<file path="config.mk">
export PLATFORM = sky130hd
export DESIGN_NAME = word16_serial_tx
export DESIGN_NICKNAME = d
export VERILOG_FILES = /design/src/rtl/word16_serial_tx_pkg.sv /design/src/rtl/word16_serial_tx_bit_period_tick.sv /design/src/rtl/word16_serial_tx.sv
export SDC_FILE = /design/constraint.sdc
export NUM_CORES = 1
export LEC_CHECK = 0
export BUFFER_PORTS_ARGS = -buffer_cell sky130_fd_sc_hd__buf_2
export CAP_MARGIN = 10
export CORE_ASPECT_RATIO = 0.9
export CORE_UTILIZATION = 44
export DETAILED_ROUTE_END_ITERATION = 6
export PLACE_DENSITY_LB_ADDON = 0.12
export SYNTH_ARGS = -nofsm -noshare
export SYNTH_HDL_FRONTEND = slang
export SYNTH_SLANG_ARGS = --single-unit
</file>
<file path="constraint.sdc">
create_clock -name clk -period 2.7 [get_ports clk]
set_input_delay 0.27 -clock clk [delete_from_list [all_inputs] [get_ports clk]]
set_output_delay 0.27 -clock clk [all_outputs]
set_load 0.03 [all_outputs]
</file>
<file path="src/rtl/word16_serial_tx_pkg.sv">
// Shared types and constants for the 16-bit serial transmit path.
package word16_serial_tx_pkg;

    typedef enum logic [1:0] {
        IDLE  = 2'd0,
        START = 2'd1,
        DATA  = 2'd2,
        STOP  = 2'd3
    } tx_state_t;

    localparam int FRAME_BITS = 18;
    localparam int DATA_BITS  = 16;

    // Tick counter width; a one-clock bit period still needs a 1-bit register.
    function automatic int tick_width(input int clks);
        return (clks > 1) ? $clog2(clks) : 1;
    endfunction

endpackage

</file>
<file path="src/rtl/word16_serial_tx_bit_period_tick.sv">
// Bit-period timer: pulses tick on the last clock of each serial bit period.
module bit_period_tick
    import word16_serial_tx_pkg::*;
#(
    parameter int CLKS_PER_BIT = 4
) (
    input  logic clk,
    input  logic rst_n,
    input  logic en,
    input  logic clr,
    output logic tick
);

    localparam int            W    = tick_width(CLKS_PER_BIT);
    localparam logic [W-1:0]  LAST = W'(CLKS_PER_BIT - 1);

    logic [W-1:0] cnt;

    assign tick = en && (cnt == LAST);

    always_ff @(posedge clk) begin
        if (!rst_n || clr || !en || cnt == LAST)
            cnt <= '0;
        else
            cnt <= cnt + 1'b1;
    end

endmodule

</file>
<file path="src/rtl/word16_serial_tx.sv">
// Serial transmitter: captures a 16-bit word on handshake and sends
// start bit, 16 data bits and stop bit, each CLKS_PER_BIT clocks long.
module word16_serial_tx
    import word16_serial_tx_pkg::*;
#(
    parameter int CLKS_PER_BIT = 4,
    parameter bit LSB_FIRST    = 1'b1
) (
    input  logic        clk,
    input  logic        rst_n,
    input  logic [15:0] in_data,
    input  logic        in_valid,
    output logic        in_ready,
    output logic        tx,
    output logic        busy,
    output logic        done
);

    tx_state_t            state;
    logic [DATA_BITS-1:0] shreg;
    logic [3:0]           bitcnt;
    logic                 tick;
    logic                 accept;
    logic                 head;
    logic [DATA_BITS-1:0] shnext;

    assign accept = in_valid && in_ready;

    // The next bit to send always sits at the outgoing end of shreg.
    assign head   = LSB_FIRST ? shreg[0] : shreg[DATA_BITS-1];
    assign shnext = LSB_FIRST ? (shreg >> 1) : (shreg << 1);

    bit_period_tick #(
        .CLKS_PER_BIT(CLKS_PER_BIT)
    ) u_tick (
        .clk  (clk),
        .rst_n(rst_n),
        .en   (busy),
        .clr  (accept),
        .tick (tick)
    );

    always_ff @(posedge clk) begin
        if (!rst_n) begin
            state    <= IDLE;
            tx       <= 1'b1;
            busy     <= 1'b0;
            done     <= 1'b0;
            in_ready <= 1'b1;
            bitcnt   <= '0;
            shreg    <= '0;
        end else begin
            done <= 1'b0;
            case (state)
                IDLE: begin
                    if (accept) begin
                        shreg    <= in_data;
                        state    <= START;
                        tx       <= 1'b0;
                        busy     <= 1'b1;
                        in_ready <= 1'b0;
                    end
                end
                START: begin
                    if (tick) begin
                        tx     <= head;
                        shreg  <= shnext;
                        bitcnt <= '0;
                        state  <= DATA;
                    end
                end
                DATA: begin
                    if (tick) begin
                        if (bitcnt == 4'(DATA_BITS - 1)) begin
                            tx     <= 1'b1;
                            bitcnt <= '0;
                            state  <= STOP;
                        end else begin
                            tx     <= head;
                            shreg  <= shnext;
                            bitcnt <= bitcnt + 1'b1;
                        end
                    end
                end
                STOP: begin
                    // Frame ends here; in_ready rises with done so a held word goes next.
                    if (tick) begin
                        state    <= IDLE;
                        busy     <= 1'b0;
                        in_ready <= 1'b1;
                        done     <= 1'b1;
                    end
                end
                default: state <= IDLE;
            endcase
        end
    end

endmodule

</file>
==> flow_summary.json, run 1 <==
{
  "clock_latency_ps": 330,
  "power_w": 0.00166,
  "synth_seq_cells": 28,
  "die_x_um": 62.2,
  "vdd_drop_max_mv": 0.523,
  "critPathLaunch": "state[0]",
  "finClkSkew_ps": 8.41,
  "postCtsSetupBuffers": 0,
  "seq_power_share": 0.389,
  "grt_pass1_wl_mm": 4.78,
  "synth_area_leaders": "dfxtp_1 39%, mux2i_1 12%, o211a_1 10%, nand3_1 7.0%, ha_1 6.1%",
  "syn_inst": 149,
  "final-seq-area_um2": 561,
  "wl_per_cell_um": 13.2,
  "sw_frac_of_total": 0.361,
  "cap_violations": 0,
  "holdCritStartpoint": "in_data[15]",
  "postRouteAntennaNets": 0,
  "p_int_w": 0.00106,
  "ctsHoldBuffers": 0,
  "p_sw_w": 0.000601,
  "place_inst": 206,
  "max-slew-margin-rel": 0.383,
  "use_met1": 0.208,
  "multiInputGateArea_um2": 801,
  "synth_fp_nets": 175,
  "grt.total_usage": 0.169,
  "worst_slack_ps": 492,
  "grt.overflow.total": 0,
  "clkPwrFrac": 0.162,
  "synth_top_area_frac": 0.391,
  "finalSetupViolations": 0,
  "coreArea_mm2": 0.00307,
  "io_buffer_count": 22,
  "vias_per_cell": 5.67,
  "die_h_um": 56.2,
  "avgSynthCellArea_um2": 9.62,
  "synth_cell_types": 32,
  "worstSetupPathType": "flip-flop to flip-flop",
  "nNetsFinal": 195,
  "dp_slack_ps": 545,
  "drtIter0Drc": 108,
  "routed-via-count": 1190,
  "worst_slew_pin_slew_ps": 903,
  "cts_tree": "yes",
  "drive_gt1_frac": 0.190,
  "critPathLaunchType": "flip-flop",
  "htreeDepth": 1,
  "power_density_mw_per_mm2": 1030,
  "finalCritPeriodShare": 0.818,
  "antenna_cells": 0,
  "hold_violations": 0,
  "antenna_found_initial": 0,
  "fin_cells": 210,
  "ys.flop_type": "dfxtp_1",
  "cts.sinks": 28,
  "post-route-util": 0.529,
  "grt-busiest-layer": "met2",
  "first_pass_iters": 4,
  "cp.arrival_ps": 2480,
  "leakage_nw": 0.773,
  "dp.final_hpwl_mm": 1.91,
  "cts_resized": 0,
  "fmax_ghz": 0.453,
  "fillCellCount": 280,
  "fp.dieArea_mm2": 0.00349,
  "r2r-start": "state[0]",
  "use_met2": 0.303,
  "grt_pass1_vias": 1111,
  "rsz0062_at_grt": "no",
  "ys_seq_area_frac": 0.391,
  "synth_area_mm2": 0.00143,
  "slew_violations": 0,
  "grt_use_met3": 0.0471,
  "hold_class": "input port to flip-flop",
  "initial_core_util": 0.468,
  "drcViolationCount": 0,
  "setup-tns-final_ps": 0,
  "numCtsBuffers": 3,
  "grt_start_max_net_pins": 31,
  "path_max_fanout": 10,
  "status": "completed",
  "rows": 19,
  "clk_pin_slew_ps": 150,
  "yosys.area.top_type": "dfxtp_1",
  "cts_max_path_buffers": 2,
  "yosysWarnings": 0,
  "cts_root_buffer": "clkbuf_4",
  "area_growth_pct": 13.1,
  "synth_edf_count": 0,
  "crit_path_end_kind": "flip-flop",
  "gp_congestion": 0.732,
  "period_minus_slack_ps": 2210,
  "routed_wl_mm": 2.78,
  "io_pins": 23,
  "async_reset_ff_frac": 0,
  "worstPathRequired_ps": 2970,
  "power_frac_comb": 0.449
}
## cell usage after synthesis, types with 2 or more instances
master / n
a21boi_0: 2
a21boi_1: 2
and2_1: 3
buf_2: 4
clkbuf_1: 4
dfxtp_1: 28
ha_1: 7
inv_1: 4
mux2i_1: 17
nand2_1: 8
nand2b_1: 2
nand3_1: 20
nand4_1: 3
nor2_1: 6
nor2b_1: 2
o211a_1: 15
o211ai_1: 3
o21ai_0: 5
## placed cells by master, fill, tap and decap left out, types with 2 or more instances in the layout
cell,Yosys,final
dfxtp_1,28,28
nand4_1,3,3
nor2_1,6,6
nor2b_1,2,2
nand2_1,8,8
o211ai_1,3,3
o21ai_0,5,5
nand2b_1,2,2
inv_1,4,4
buf_4,1,4
a21boi_1,2,2
buf_2,4,22
a21boi_0,2,2
o211a_1,15,15
clkbuf_4,0,3
nand3_1,20,20
ha_1,7,7
mux2i_1,17,17
and2_1,3,3
## state kept, by name, indices dropped and copies added, names as in the netlist
name and flops:
bitcnt 4, busy 1, done 1, in_ready 1, shreg 16, state 2, tx 1, u_tick.cnt 2
## area by class of cell
| type | instances | area share |
|---|---|---|
| repair buffers | 26 | 0.0864 |
| clock inverters | 1 | 0.0185 |
| clock buffers | 3 | 0.0139 |
| flip-flops and latches | 28 | 0.346 |
| well taps | 42 | 0.0324 |
| inverters | 4 | 0.00926 |
| multi-input cells | 106 | 0.494 |
## metrics by stage
stage	cell area, um^2	hold WS, ps
floorplan	1430	399
global placement	1570	407
detailed placement	1570	422
CTS	1620	193
global route	1620	200
finish	1620	209
## final timing paths
check        cells past startpoint             to  slack [ps]
min reg2reg                      1  u_tick.cnt[0]         440
max                              6       state[0]         490
min                              3      shreg[15]         210
max reg2reg                      6       state[0]         490
## cell families after synthesis
family          count (synthesis)  synth area share
compound gates                 35             0.216
fa+ha+maj                       7            0.0611
buf+inv                        15            0.0506
flops                          28             0.391
mux                            17             0.119
simple gates                   47             0.163
## layer usage
layer / up-vias / routed length [um]
met5: - / 0
met4: 0 / 11
met3: 2 / 132
met2: 27 / 1330
met1: 574 / 1300
li1: 587 / -
## power by group through the flow
stage	registers [W]	clock network, W	logic (W)
after global routing	0.000663	0.000301	0.000829
after global placement	0.000649	0	0.000738
after CTS	0.000648	0.000282	0.000757
after floorplan	0.000654	0	0.000620
after detailed placement	0.000660	0	0.000753
final	0.000647	0.000270	0.000748
## worst max-delay path: stages (launching register included)
cell and delay (ps):
dfxtp_1 420, inv_1 100, ha_1 330, a21boi_1 210
a2111oi_0 810, o211ai_1 170, o21ai_0 120
Power figures use the tool's default switching activity.
==> run 2: changes to the inputs <==
clock period = 1.8 ns   (was 2.7 ns; I/O delays follow)
==> run 2 against run 1 <==
Worst hold slack lost 100 ps. Worst setup slack got worse by 420 ps. Count of clock-buffer cells in the layout up 1. Clock skew fell by 5.8 ps. Non-clock buffer count grew 1. Clock power increased by 37%. Critical path depth increased by 1. Die area did not move. Largest cell class unchanged.
==> flow_summary.json, run 2 (synthesis gave the netlist of run 1 again) <==
{
  "fin_cells": 211,
  "status": "completed",
  "p_sw_w": 0.000990,
  "crit_path_end_kind": "flip-flop",
  "hold_class": "input port to flip-flop",
  "path_max_fanout": 17,
  "area_growth_pct": 19.7,
  "largest-register": "shreg",
  "cap_violations": 0,
  "coreArea_mm2": 0.00307,
  "numCtsBuffers": 3,
  "crit_family": "compound AO/OA/AOI/OAI gates",
  "hold_violations": 0,
  "leakage_nw": 0.794,
  "post-route-util": 0.560,
  "worstSetupPathType": "flip-flop to flip-flop",
  "grt_pass1_vias": 1123,
  "routed-via-count": 1182,
  "p_int_w": 0.00169,
  "grt_pass1_wl_mm": 5.04,
  "rows": 19,
  "worst_slack_ps": 67.9,
  "hold-worst-slack_ps": 104,
  "vias_per_cell": 5.60,
  "rsz0062_at_grt": "yes",
  "drtIter0Drc": 42,
  "initial_core_util": 0.468,
  "critPathSlowestCell": "dfxtp_2",
  "die_h_um": 56.2,
  "clock_latency_ps": 340,
  "routed_wl_mm": 2.97,
  "dp_slack_ps": 69.2,
  "htreeDepth": 1,
  "power_density_mw_per_mm2": 1560,
  "worstPathRequired_ps": 2050,
  "sw_frac_of_total": 0.369,
  "cp.arrival_ps": 1990,
  "antenna_found_initial": 0,
  "io_pins": 23,
  "finClkSkew_ps": 2.58,
  "fmax_ghz": 0.577,
  "cts.sinks": 28,
  "worst_slew_pin_slew_ps": 506,
  "place_inst": 207,
  "wl_per_cell_um": 14.1,
  "slew_violations": 0,
  "vdd_drop_max_mv": 0.672,
  "grt.total_usage": 0.182,
  "seq_power_share": 0.372,
  "cts_max_path_buffers": 2,
  "nNetsFinal": 196,
  "fp.dieArea_mm2": 0.00349,
  "clk_pin_slew_ps": 160,
  "first_pass_iters": 4,
  "finalCritPeriodShare": 0.962,
  "finalSetupViolations": 0,
  "fillCellCount": 283,
  "largestRegisters": "shreg: 16 flops, bitcnt: 4 flops",
  "io_buffer_count": 22,
  "gp_congestion": 0.755,
  "drcViolationCount": 0,
  "die_x_um": 62.2,
  "postRouteAntennaNets": 0,
  "cts_tree": "yes",
  "final_cell_mix": "25 x dfxtp_1, 22 x buf_2, 20 x nand3_1",
  "largest_reg_flops": 16,
  "crit_buf_inv": 2,
  "setup-tns-final_ps": 0,
  "layout_commonest_cell": "dfxtp_1",
  "period_minus_slack_ps": 1730,
  "crit_path_max_incr_delay_ps": 410,
  "dp.final_hpwl_mm": 2.04,
  "grt.overflow.total": 0,
  "cts_root_buffer": "clkbuf_4",
  "max-slew-margin-rel": 0.663,
  "drive_gt1_frac": 0.266,
  "clkPwrFrac": 0.138,
  "grt_start_max_net_pins": 31,
  "power_frac_comb": 0.490,
  "critPathLaunchType": "flip-flop",
  "antenna_cells": 0,
  "path_cells": "inv_4, ha_4, a21boi_4, a2111oi_4, buf_4, nand3_1, o211a_1"
}
## run 2: path summary, 6_finish.rpt
kind                from  slack [ps]         to  depth (start not counted)
max             state[0]          70   shreg[5]                          7
min          in_data[15]         100  shreg[15]                          3
max reg2reg     state[0]          70   shreg[5]                          7
min reg2reg    shreg[15]         480  shreg[15]                          2
## run 2: through the flow
| step | total power [W] | area (um^2) |
|---|---|---|
| floorplan | 0.00201 | 1520 |
| global placement | 0.00223 | 1660 |
| detailed placement | 0.00230 | 1660 |
| CTS | 0.00267 | 1710 |
| global route | 0.00285 | 1720 |
| finish | 0.00268 | 1720 |
## run 2: layout make-up
cell class                      count  area (um^2)  share of cell area
Timing Repair Buffer               27          160              0.0933
Multi-Input combinational cell    106          870               0.507
Tap cell                           42         52.6              0.0306
Sequential cell                    28          569               0.332
Clock buffer                        4         47.5              0.0277
Inverter                            4         17.5              0.0102
## run 2: repair_timing
| action | CTS | global route |
|---|---|---|
| hold buffers | 0 | 0 |
| gates resized for setup | 0 | 3 |
| endpoints found under the setup margin | 0 | 3 |
| buffers inserted | 0 | 0 |
## run 2: per-layer routing
layer / vias to the layer above / wire length [um] / share of wire / global-route usage
li1: 588 / - / - / -
met1: 556 / 1400 / 0.47 / 0.226
met2: 34 / 1380 / 0.47 / 0.314
met3: 4 / 143 / 0.048 / 0.0369
met4: 0 / 39 / 0.013 / 0.0631
met5: - / 0 / 0 / 0
## run 2: worst register-to-register path: stages (launching register included)
cell       delay (ps)
dfxtp_2           410
inv_4              60
ha_4              160
a21boi_4          150
a2111oi_4         310
buf_4             280
nand3_1           120
o211a_1           150
## run 2: power by group through the flow
stage               Clock (W)  Combinational, W  Sequential (W)
global route         0.000404           0.00143         0.00102
detailed placement          0           0.00129         0.00101
finish               0.000371           0.00131        0.000997
global placement            0           0.00124        0.000998
floorplan                   0           0.00101         0.00100
CTS                  0.000380           0.00129        0.000996
